`src/rtl/seven_segment_scanner.sv`:
```
// rtl/seven_segment_scanner.sv - 4-digit common-anode 7-segment scan controller
// Optional feature macro: LEADING_ZERO_BLANK_EN (blank digits above the highest non-zero nibble)
module seven_segment_scanner #(
    parameter int REFRESH_DIV = 100000
) (
    input  logic        clk,
    input  logic        rst_n,
    input  logic        enable,
    input  logic        load,
    input  logic [15:0] value,
    input  logic [3:0]  dp_in,
    output logic [3:0]  digit_nibble,
    output logic        dp,
    output logic [3:0]  anode,
    output logic        frame_done
);

    localparam int CNT_W = (REFRESH_DIV > 1) ? $clog2(REFRESH_DIV) : 1;
    localparam logic [CNT_W-1:0] DIV_LAST = CNT_W'(REFRESH_DIV - 1);

    typedef enum logic [1:0] {
        DIG0 = 2'd0,
        DIG1 = 2'd1,
        DIG2 = 2'd2,
        DIG3 = 2'd3
    } state_t;

    logic [CNT_W-1:0] div_cnt_q;
    logic [15:0]      shadow_val_q;
    logic [3:0]       shadow_dp_q;
    state_t           state_q;
    logic [1:0]       idx;
    logic             tick;
    logic             blank;
    logic [3:0]       digit_nibble_q;
    logic             dp_q;
    logic [3:0]       anode_q;
    logic             frame_done_q;

    assign idx  = state_q;
    assign tick = enable && (div_cnt_q == DIV_LAST);

`ifdef LEADING_ZERO_BLANK_EN
    logic [1:0] msd;

    // Highest non-zero nibble; digit 0 is the floor so a zero value still shows "0"
    always_comb begin
        msd = 2'd0;
        if (shadow_val_q[7:4]   != 4'h0) msd = 2'd1;
        if (shadow_val_q[11:8]  != 4'h0) msd = 2'd2;
        if (shadow_val_q[15:12] != 4'h0) msd = 2'd3;
        blank = (idx > msd);
    end
`else
    assign blank = 1'b0;
`endif

    // Shadow registers: load is accepted whether or not scanning is enabled
    always_ff @(posedge clk or negedge rst_n) begin
        if (!rst_n) begin
            shadow_val_q <= 16'h0000;
            shadow_dp_q  <= 4'h0;
        end else if (load) begin
            shadow_val_q <= value;
            shadow_dp_q  <= dp_in;
        end
    end

    // Slot divider: held at zero while disabled so re-enable gives a full first slot
    always_ff @(posedge clk or negedge rst_n) begin
        if (!rst_n) begin
            div_cnt_q <= '0;
        end else if (!enable || tick) begin
            div_cnt_q <= '0;
        end else begin
            div_cnt_q <= div_cnt_q + 1'b1;
        end
    end

    // Scan FSM with registered outputs; outputs reflect the state and shadows before this edge,
    // so a load coinciding with a tick shows up together with the new digit one edge later
    always_ff @(posedge clk or negedge rst_n) begin
        if (!rst_n) begin
            state_q        <= DIG0;
            digit_nibble_q <= 4'h0;
            dp_q           <= 1'b0;
            anode_q        <= 4'hF;
            frame_done_q   <= 1'b0;
        end else begin
            if (!enable) begin
                state_q <= DIG0;
            end else if (tick) begin
                case (state_q)
                    DIG0:    state_q <= DIG1;
                    DIG1:    state_q <= DIG2;
                    DIG2:    state_q <= DIG3;
                    DIG3:    state_q <= DIG0;
                    default: state_q <= DIG0;
                endcase
            end
            frame_done_q <= tick && (state_q == DIG3);
            if (enable) begin
                digit_nibble_q <= shadow_val_q[{idx, 2'b00} +: 4];
                dp_q           <= blank ? 1'b0 : shadow_dp_q[idx];
                anode_q        <= blank ? 4'hF : ~(4'b0001 << idx);
            end else begin
                digit_nibble_q <= shadow_val_q[3:0];
                dp_q           <= 1'b0;
                anode_q        <= 4'hF;
            end
        end
    end

    assign digit_nibble = digit_nibble_q;
    assign dp           = dp_q;
    assign anode        = anode_q;
    assign frame_done   = frame_done_q;

endmodule
```
`config.mk`:
```
export PLATFORM = sky130hd
export DESIGN_NAME = seven_segment_scanner
export DESIGN_NICKNAME = d
export VERILOG_FILES = /design/src/rtl/seven_segment_scanner.sv
export SDC_FILE = /design/constraint.sdc
export NUM_CORES = 1
export LEC_CHECK = 0
export ABC_AREA = 1
export CAP_MARGIN = 20
export CORE_ASPECT_RATIO = 2
export CORE_MARGIN = 4
export CORE_UTILIZATION = 53
export CTS_CLUSTER_DIAMETER = 30
export DETAILED_ROUTE_END_ITERATION = 7
export PLACE_DENSITY = 0.79
export RECOVER_POWER = 50
export SETUP_SLACK_MARGIN = 0.02
export SLEW_MARGIN = 20
export SYNTH_ARGS = -nofsm -noshare
export SYNTH_HDL_FRONTEND = slang
export SYNTH_SLANG_ARGS = --single-unit
```
`constraint.sdc`:
```
create_clock -name clk -period 1.9 [get_ports clk]
set_input_delay 0.38 -clock clk [delete_from_list [all_inputs] [get_ports clk]]
set_output_delay 0.38 -clock clk [all_outputs]
set_load 0.03 [all_outputs]
```
==> results of run 1 <==
==> power by group <==
group / leakage, nW / total (mW) / internal [mW] / switching (mW)
Combinational: 0.544 / 0.202 / 0.101 / 0.100
Sequential: 0.619 / 1.12 / 1.10 / 0.0243
Clock: 0.0512 / 0.645 / 0.295 / 0.349
==> synthesized netlist by cell type, types with 2 or more instances <==
cell	number	area, um2
xnor2_1	3	26.28
o21ai_0	20	100.1
ha_1	6	75.07
dfstp_2	4	105.1
dfrtp_1	45	1126
o21bai_1	4	30.03
mux2_2	10	112.6
nand4_1	5	31.28
o22ai_1	4	25.02
nand3_1	9	45.04
clkbuf_1	3	11.26
inv_1	21	78.83
buf_2	2	10.01
nor2_1	42	157.7
a21oi_1	4	20.02
xor2_1	5	43.79
nand2_1	58	217.7
==> cell type report <==
class	instances	area (um2)	area share (%)
flip-flops and latches	49	1231	44.07
multi-input cells	176	929.6	33.27
repair buffers	38	389.1	13.93
clock buffers	6	82.58	2.956
inverters	22	82.58	2.956
well taps	52	65.06	2.329
clock inverters	2	13.76	0.4926
==> flip-flops by register name, indices dropped and copies added, names as in the netlist <==
| signal | flops |
|---|---|
| digit_nibble | 4 |
| dp | 1 |
| shadow_dp_q | 4 |
| div_cnt_q | 17 |
| idx | 2 |
| frame_done | 1 |
| shadow_val_q | 16 |
| anode | 4 |
==> worst max path at each step <==
stage / slack [ns] / end / cells past startpoint
5_1_grt: 0.17 / digit_nibble[2] / 1
6_report: 0.20 / digit_nibble[2] / 1
3_5_place_dp: 0.36 / anode[2] / 1
4_1_cts: 0.02 / anode[3] / 1
3_3_place_gp: 0.37 / anode[1] / 1
2_1_floorplan: 0.42 / idx[0]$_DFFE_PN0P_ / 6
==> per-stage QoR <==
step,power [mW],instances
global placement,1.343,337
finish,1.969,345
detailed placement,1.350,337
global route,2.054,345
floorplan,1.232,253
CTS,1.989,345
==> per-layer routing <==
metal / global-route usage (%) / up-vias
li1: - / 880
met2: 34.72 / 37
met1: 20.30 / 840
met3: 4.148 / 12
met5: 0 / -
met4: 8.829 / 0
==> cells by family (layout without fill, tap and decap cells) <==
| group | Yosys count | after routing | share of synthesized area [%] |
|---|---|---|---|
| flops | 49 | 49 | 54.10 |
| mux | 10 | 10 | 4.948 |
| xor+xnor | 8 | 8 | 3.079 |
| buf+inv | 28 | 68 | 5.058 |
| simple gates | 120 | 120 | 21.83 |
| fa+ha+maj | 6 | 6 | 3.298 |
| compound gates | 32 | 32 | 7.697 |
==> timing repair <==
item                                    CTS  global route
endpoints found under the setup margin    1             3
gates resized for setup                   1             3
gates cloned                              0             0
pin swaps                                 0             0
hold buffers                              0             0
==> results.py, run 1 <==
metrics = {
    "die": {
        "die_h_um": 100.7,
        "die_w_um": 54.34,
        "coreArea_um2": 4129,
        "rows": 33,
        "io_pins": 34,
        "initial_utilization_pct": 55.12,
        "dieArea_um2": 5470,
    },
    "setup_path": {
        "crit_path_max_incr_delay_ns": 0.67,
        "crit_family": "buffers and inverters",
        "reg2regPathDepth": 6,
        "timing.rr.start": "div_cnt_q[0]$_DFF_PN0_",
        "cp.arrival_ns": 1.32,
        "r2r-end": "div_cnt_q[12]$_DFF_PN0_",
        "required_ns": 1.52,
        "reg2reg_slack_ns": 0.38,
        "crit_type": "reg -> out",
        "cp.buffers_inverters": 1,
        "crit_chain": "clkdlybuf4s50_1",
        "worstSetupEndpointType": "output port",
        "crit_start": "digit_nibble[2]$_DFF_PN0_",
        "critPathMaxFanout": 1,
        "worstSetupStartpointType": "flop",
        "cp_slowest_cell": "clkdlybuf4s50_1",
    },
    "timing": {
        "rsz0062_at_grt": "false",
        "slew_violations": 0,
        "max_clock_freq_mhz": 586.7,
        "hold_viol": 0,
        "setup_ws_ns": 0.1955,
        "finalSetupViolations": 0,
        "fin_skew_ns": 0.006121,
        "slew_headroom_pct": 22.81,
        "tns_ns": 0,
        "fin_crit_sh_pct": 89.71,
        "fin_crit_ns": 1.704,
        "whs_ns": 0.2805,
        "worstMarginPinSlew_ns": 1.158,
    },
    "routing": {
        "routed-wl-met2_mm": 2.585,
        "vias": 1769,
        "dr.pass1.iters": 4,
        "drc": 0,
        "vias_per_cell": 5.128,
        "highest_layer": "met4",
        "finalWirelength_mm": 4.551,
        "routedWlPerCell_um": 13.19,
        "met3_length_um": 139,
        "drt_iter0_drc": 35,
        "antenna_left": 0,
        "wirelength_met1_mm": 1.711,
    },
    "synthesis": {
        "synth_area_per_cell_um2": 8.996,
        "yosysSeqAreaShare_pct": 54.10,
        "synthCells": 253,
        "synth_warnings": 0,
        "synth-main-ff-cell": "dfrtp_1",
        "synth_edf_count": 0,
        "ys_types": 25,
        "async_flop_share_pct": 100.0,
        "synth.ff_latch_count": 49,
        "syn_nets": 283,
        "syn_area_um2": 2276,
    },
    "grt": {
        "grt_antenna_before_repair": 0,
        "grt_pass1_wl_mm": 7.741,
        "grt_max_degree": 31,
        "grt_usage_pct": 19.38,
        "grt-ovfl-total": 0,
        "grt_pass1_vias": 1817,
    },
    "pwr": {
        "leakage_nw": 1.214,
        "p_per_area_nw_per_um2": 704.7,
        "irDropWorstVdd_mv": 0.6385,
    },
    "layout": {
        "final_area_um2": 2794,
        "mostFrequentLayoutCell": "nand2_1",
        "post-route-util_pct": 67.67,
        "final_nets": 322,
        "antenna_cells": 0,
        "fillers": 340,
        "area_growth_pct": 22.76,
        "layout_common_cells": "nand2_1 (58), dfrtp_1 (45), nor2_1 (42)",
        "drive_gt1_share_pct": 10.24,
    },
    "outcome": {
        "outcome": "finished, final reports clean",
    },
    "cts": {
        "clk_pin_slew_ns": 0.09,
        "cts_setup_buffers": 0,
        "cts_tree": "yes",
        "clock_latency_ns": 0.30,
        "cts.sink_count": 49,
        "root_buffer": "clkbuf_8",
        "cts_made_buffers": 5,
        "clock_path_buffers": 2,
        "cts.htree.levels": 2,
    },
    "placed_design": {
        "io_buffers": 33,
        "post_dp_cell_area_um2": 2696,
        "place_hpwl_mm": 3.441,
        "dp_slack_ns": 0.3573,
        "place.gp.congestion": 0.8199,
    },
    "worst_hold_path": {
        "hold_class": "in -> async",
    },
    "job": {
        "cap_violations": 0,
    },
}
Note: power is estimated with default switching activity, not from simulation.
==> inputs of run 2 (changes only) <==
--- a/config.mk
+++ b/config.mk
@@ -7,7 +7,7 @@
 export LEC_CHECK = 0
 export ABC_AREA = 1
 export CAP_MARGIN = 20
-export CORE_ASPECT_RATIO = 2
+export CORE_ASPECT_RATIO = 0.5
 export CORE_MARGIN = 4
 export CORE_UTILIZATION = 53
 export CTS_CLUSTER_DIAMETER = 30
@@ -15,6 +15,7 @@
 export PLACE_DENSITY = 0.79
 export RECOVER_POWER = 50
 export SETUP_SLACK_MARGIN = 0.02
+export SKIP_LAST_GASP = 1
 export SLEW_MARGIN = 20
 export SYNTH_ARGS = -nofsm -noshare
 export SYNTH_HDL_FRONTEND = slang
==> run 2 against run 1 <==
  * Sequential share of layout area up 0.18 points
  * Total power down 1.6%
  * Sequential power about the same
  * Via count up 0.96%
  * Count of clock-buffer cells in the layout down 1
  * Fmax up 0.94%
  * Clock power down 5.1%
  * Register-to-register slack worse by 0.06 ns
  * First-iteration DRC count up 29%
  * Die area about the same
  * Sequential cell count unchanged
  * Clock skew down 0.0027 ns
==> results.py, run 2 (synthesized netlist as in run 1, its figures left out) <==
metrics = {
    "outcome": {
        "outcome": "finished, final reports clean",
    },
    "grt": {
        "grt_usage_pct": 18.10,
        "grt_pass1_vias": 1772,
        "grt_antenna_before_repair": 0,
        "grt-ovfl-total": 0,
        "grt_pass1_wl_mm": 7.672,
        "grt_max_degree": 27,
    },
    "setup_path": {
        "worstSetupStartpointType": "flop",
        "crit_family": "buffers and inverters",
        "crit_path_max_incr_delay_ns": 0.67,
        "cp_slowest_cell": "clkdlybuf4s50_1",
        "cp.arrival_ns": 1.31,
        "required_ns": 1.52,
        "cp.buffers_inverters": 1,
        "crit_chain": "clkdlybuf4s50_1",
        "crit_type": "reg -> out",
        "critPathMaxFanout": 1,
        "worstSetupEndpointType": "output port",
    },
    "timing": {
        "fin_crit_ns": 1.689,
        "rsz0062_at_grt": "false",
        "worstMarginPinSlew_ns": 1.315,
        "finalSetupViolations": 0,
        "whs_ns": 0.3481,
        "fin_crit_sh_pct": 88.87,
        "hold_viol": 0,
        "slew_headroom_pct": 12.37,
        "fin_skew_ns": 0.003383,
        "tns_ns": 0,
        "max_clock_freq_mhz": 592.2,
        "slew_violations": 0,
    },
    "layout": {
        "mostFrequentLayoutCell": "nand2_1",
        "antenna_cells": 0,
        "drive_gt1_share_pct": 10.54,
        "largest_reg_flops": 17,
        "layout_common_cells": "nand2_1 (58), dfrtp_1 (45), nor2_1 (42)",
        "reg_top3": "div_cnt_q x17, shadow_val_q x16",
        "final_nets": 323,
        "area_growth_pct": 22.27,
        "seq_area_um2": 1231,
        "largest_register": "div_cnt_q",
        "fillers": 299,
        "multi_input_area_um2": 929.6,
    },
    "cts": {
        "clock_path_buffers": 2,
        "cts_made_buffers": 5,
        "cts_hold_buf": 0,
        "cts.htree.levels": 2,
        "clk_pin_slew_ns": 0.09,
        "clock_latency_ns": 0.30,
        "cts_tree": "yes",
        "root_buffer": "clkbuf_8",
        "cts.sink_count": 49,
    },
    "routing": {
        "vias_per_cell": 5.132,
        "antenna_left": 0,
        "routedWlPerCell_um": 12.73,
        "drc": 0,
        "dr.pass1.iters": 4,
        "finalWirelength_mm": 4.429,
        "drt_iter0_drc": 45,
        "vias": 1786,
    },
    "die": {
        "coreArea_um2": 4024,
        "io_pins": 34,
        "initial_utilization_pct": 56.56,
        "dieArea_um2": 5470,
        "rows": 16,
        "die_w_um": 100.7,
        "die_h_um": 54.34,
    },
    "placed_design": {
        "io_buffers": 33,
        "place_hpwl_mm": 3.292,
        "place.gp.congestion": 0.8269,
    },
    "job": {
        "cap_violations": 0,
    },
    "pwr": {
        "leakage_nw": 1.203,
        "p_per_area_nw_per_um2": 696.0,
        "irDropWorstVdd_mv": 0.3975,
    },
    "worst_hold_path": {
        "hold_class": "in -> async",
    },
}
==> run 2: changes by cell type in the layout (fill, tap and decap cells not counted), sizes merged <==
cell | before | now
buf | 4 | 5
clkbuf | 8 | 7
clkdlybuf4s50 | 27 | 26
clkinv | 3 | 4
dlygate4sd2 | 1 | 2
dlygate4sd3 | 1 | 2
dlymetal6s2s | 3 | 2
==> run 2: worst paths after layout <==
kind,from,to,slack (ns),cells past startpoint
max,digit_nibble[0]$_DFF_PN0_,digit_nibble[0],0.21,1
min,rst_n,shadow_val_q[10]$_DFFE_PN0P_,0.35,1
max reg2reg,idx[0]$_DFFE_PN0P_,idx[0]$_DFFE_PN0P_,0.32,5
min reg2reg,div_cnt_q[0]$_DFF_PN0_,div_cnt_q[0]$_DFF_PN0_,0.51,1
max in group asynchronous,rst_n,anode[0]$_DFF_PN1_,0.73,2
min in group clk,div_cnt_q[0]$_DFF_PN0_,div_cnt_q[0]$_DFF_PN0_,0.51,1
==> run 2: power breakdown <==
part           leakage [nW]  internal (mW)  switching [mW]
Clock                0.0481          0.261           0.350
Sequential            0.619           1.10          0.0261
Combinational         0.536          0.100           0.100
Total                  1.20           1.46           0.477
==> run 2: timing repair <==
item / 4_1_cts / 5_1_grt
endpoints found under the hold margin: 0 / 0
setup buffers: 0 / 0
endpoints found under the setup margin: 2 / 2
resized for setup: 2 / 2
==> run 2: through the flow <==
step / setup slack [ns] / power, mW / utilization, % / instances / cell area (um2)
global placement: 0.2374 / 1.342 / 66.95 / 340 / 2694
finish: 0.2114 / 1.937 / 69.15 / 348 / 2783
detailed placement: 0.1873 / 1.352 / 66.95 / 340 / 2694
global route: 0.1676 / 2.024 / 69.15 / 348 / 2783
floorplan: 0.4151 / 1.232 / - / 253 / 2276
CTS: 0.02193 / 1.962 / 69.15 / 348 / 2783
==> run 2: layout make-up <==
class	instances	share of cell area, %
multi-input cells	176	33.41
flip-flops and latches	49	44.24
well taps	54	2.428
inverters	22	2.968
clock buffers	5	2.473
repair buffers	39	13.67
clock inverters	3	0.8094
==> run 2: routing by layer <==
metal	vias to the layer above	GRT usage, %	part of all wire (%)
met3	12	4.198	3.8
met1	840	21.61	44
li1	890	-	-
met4	0	6.488	2.1
met2	44	33.01	50
met5	-	0	0
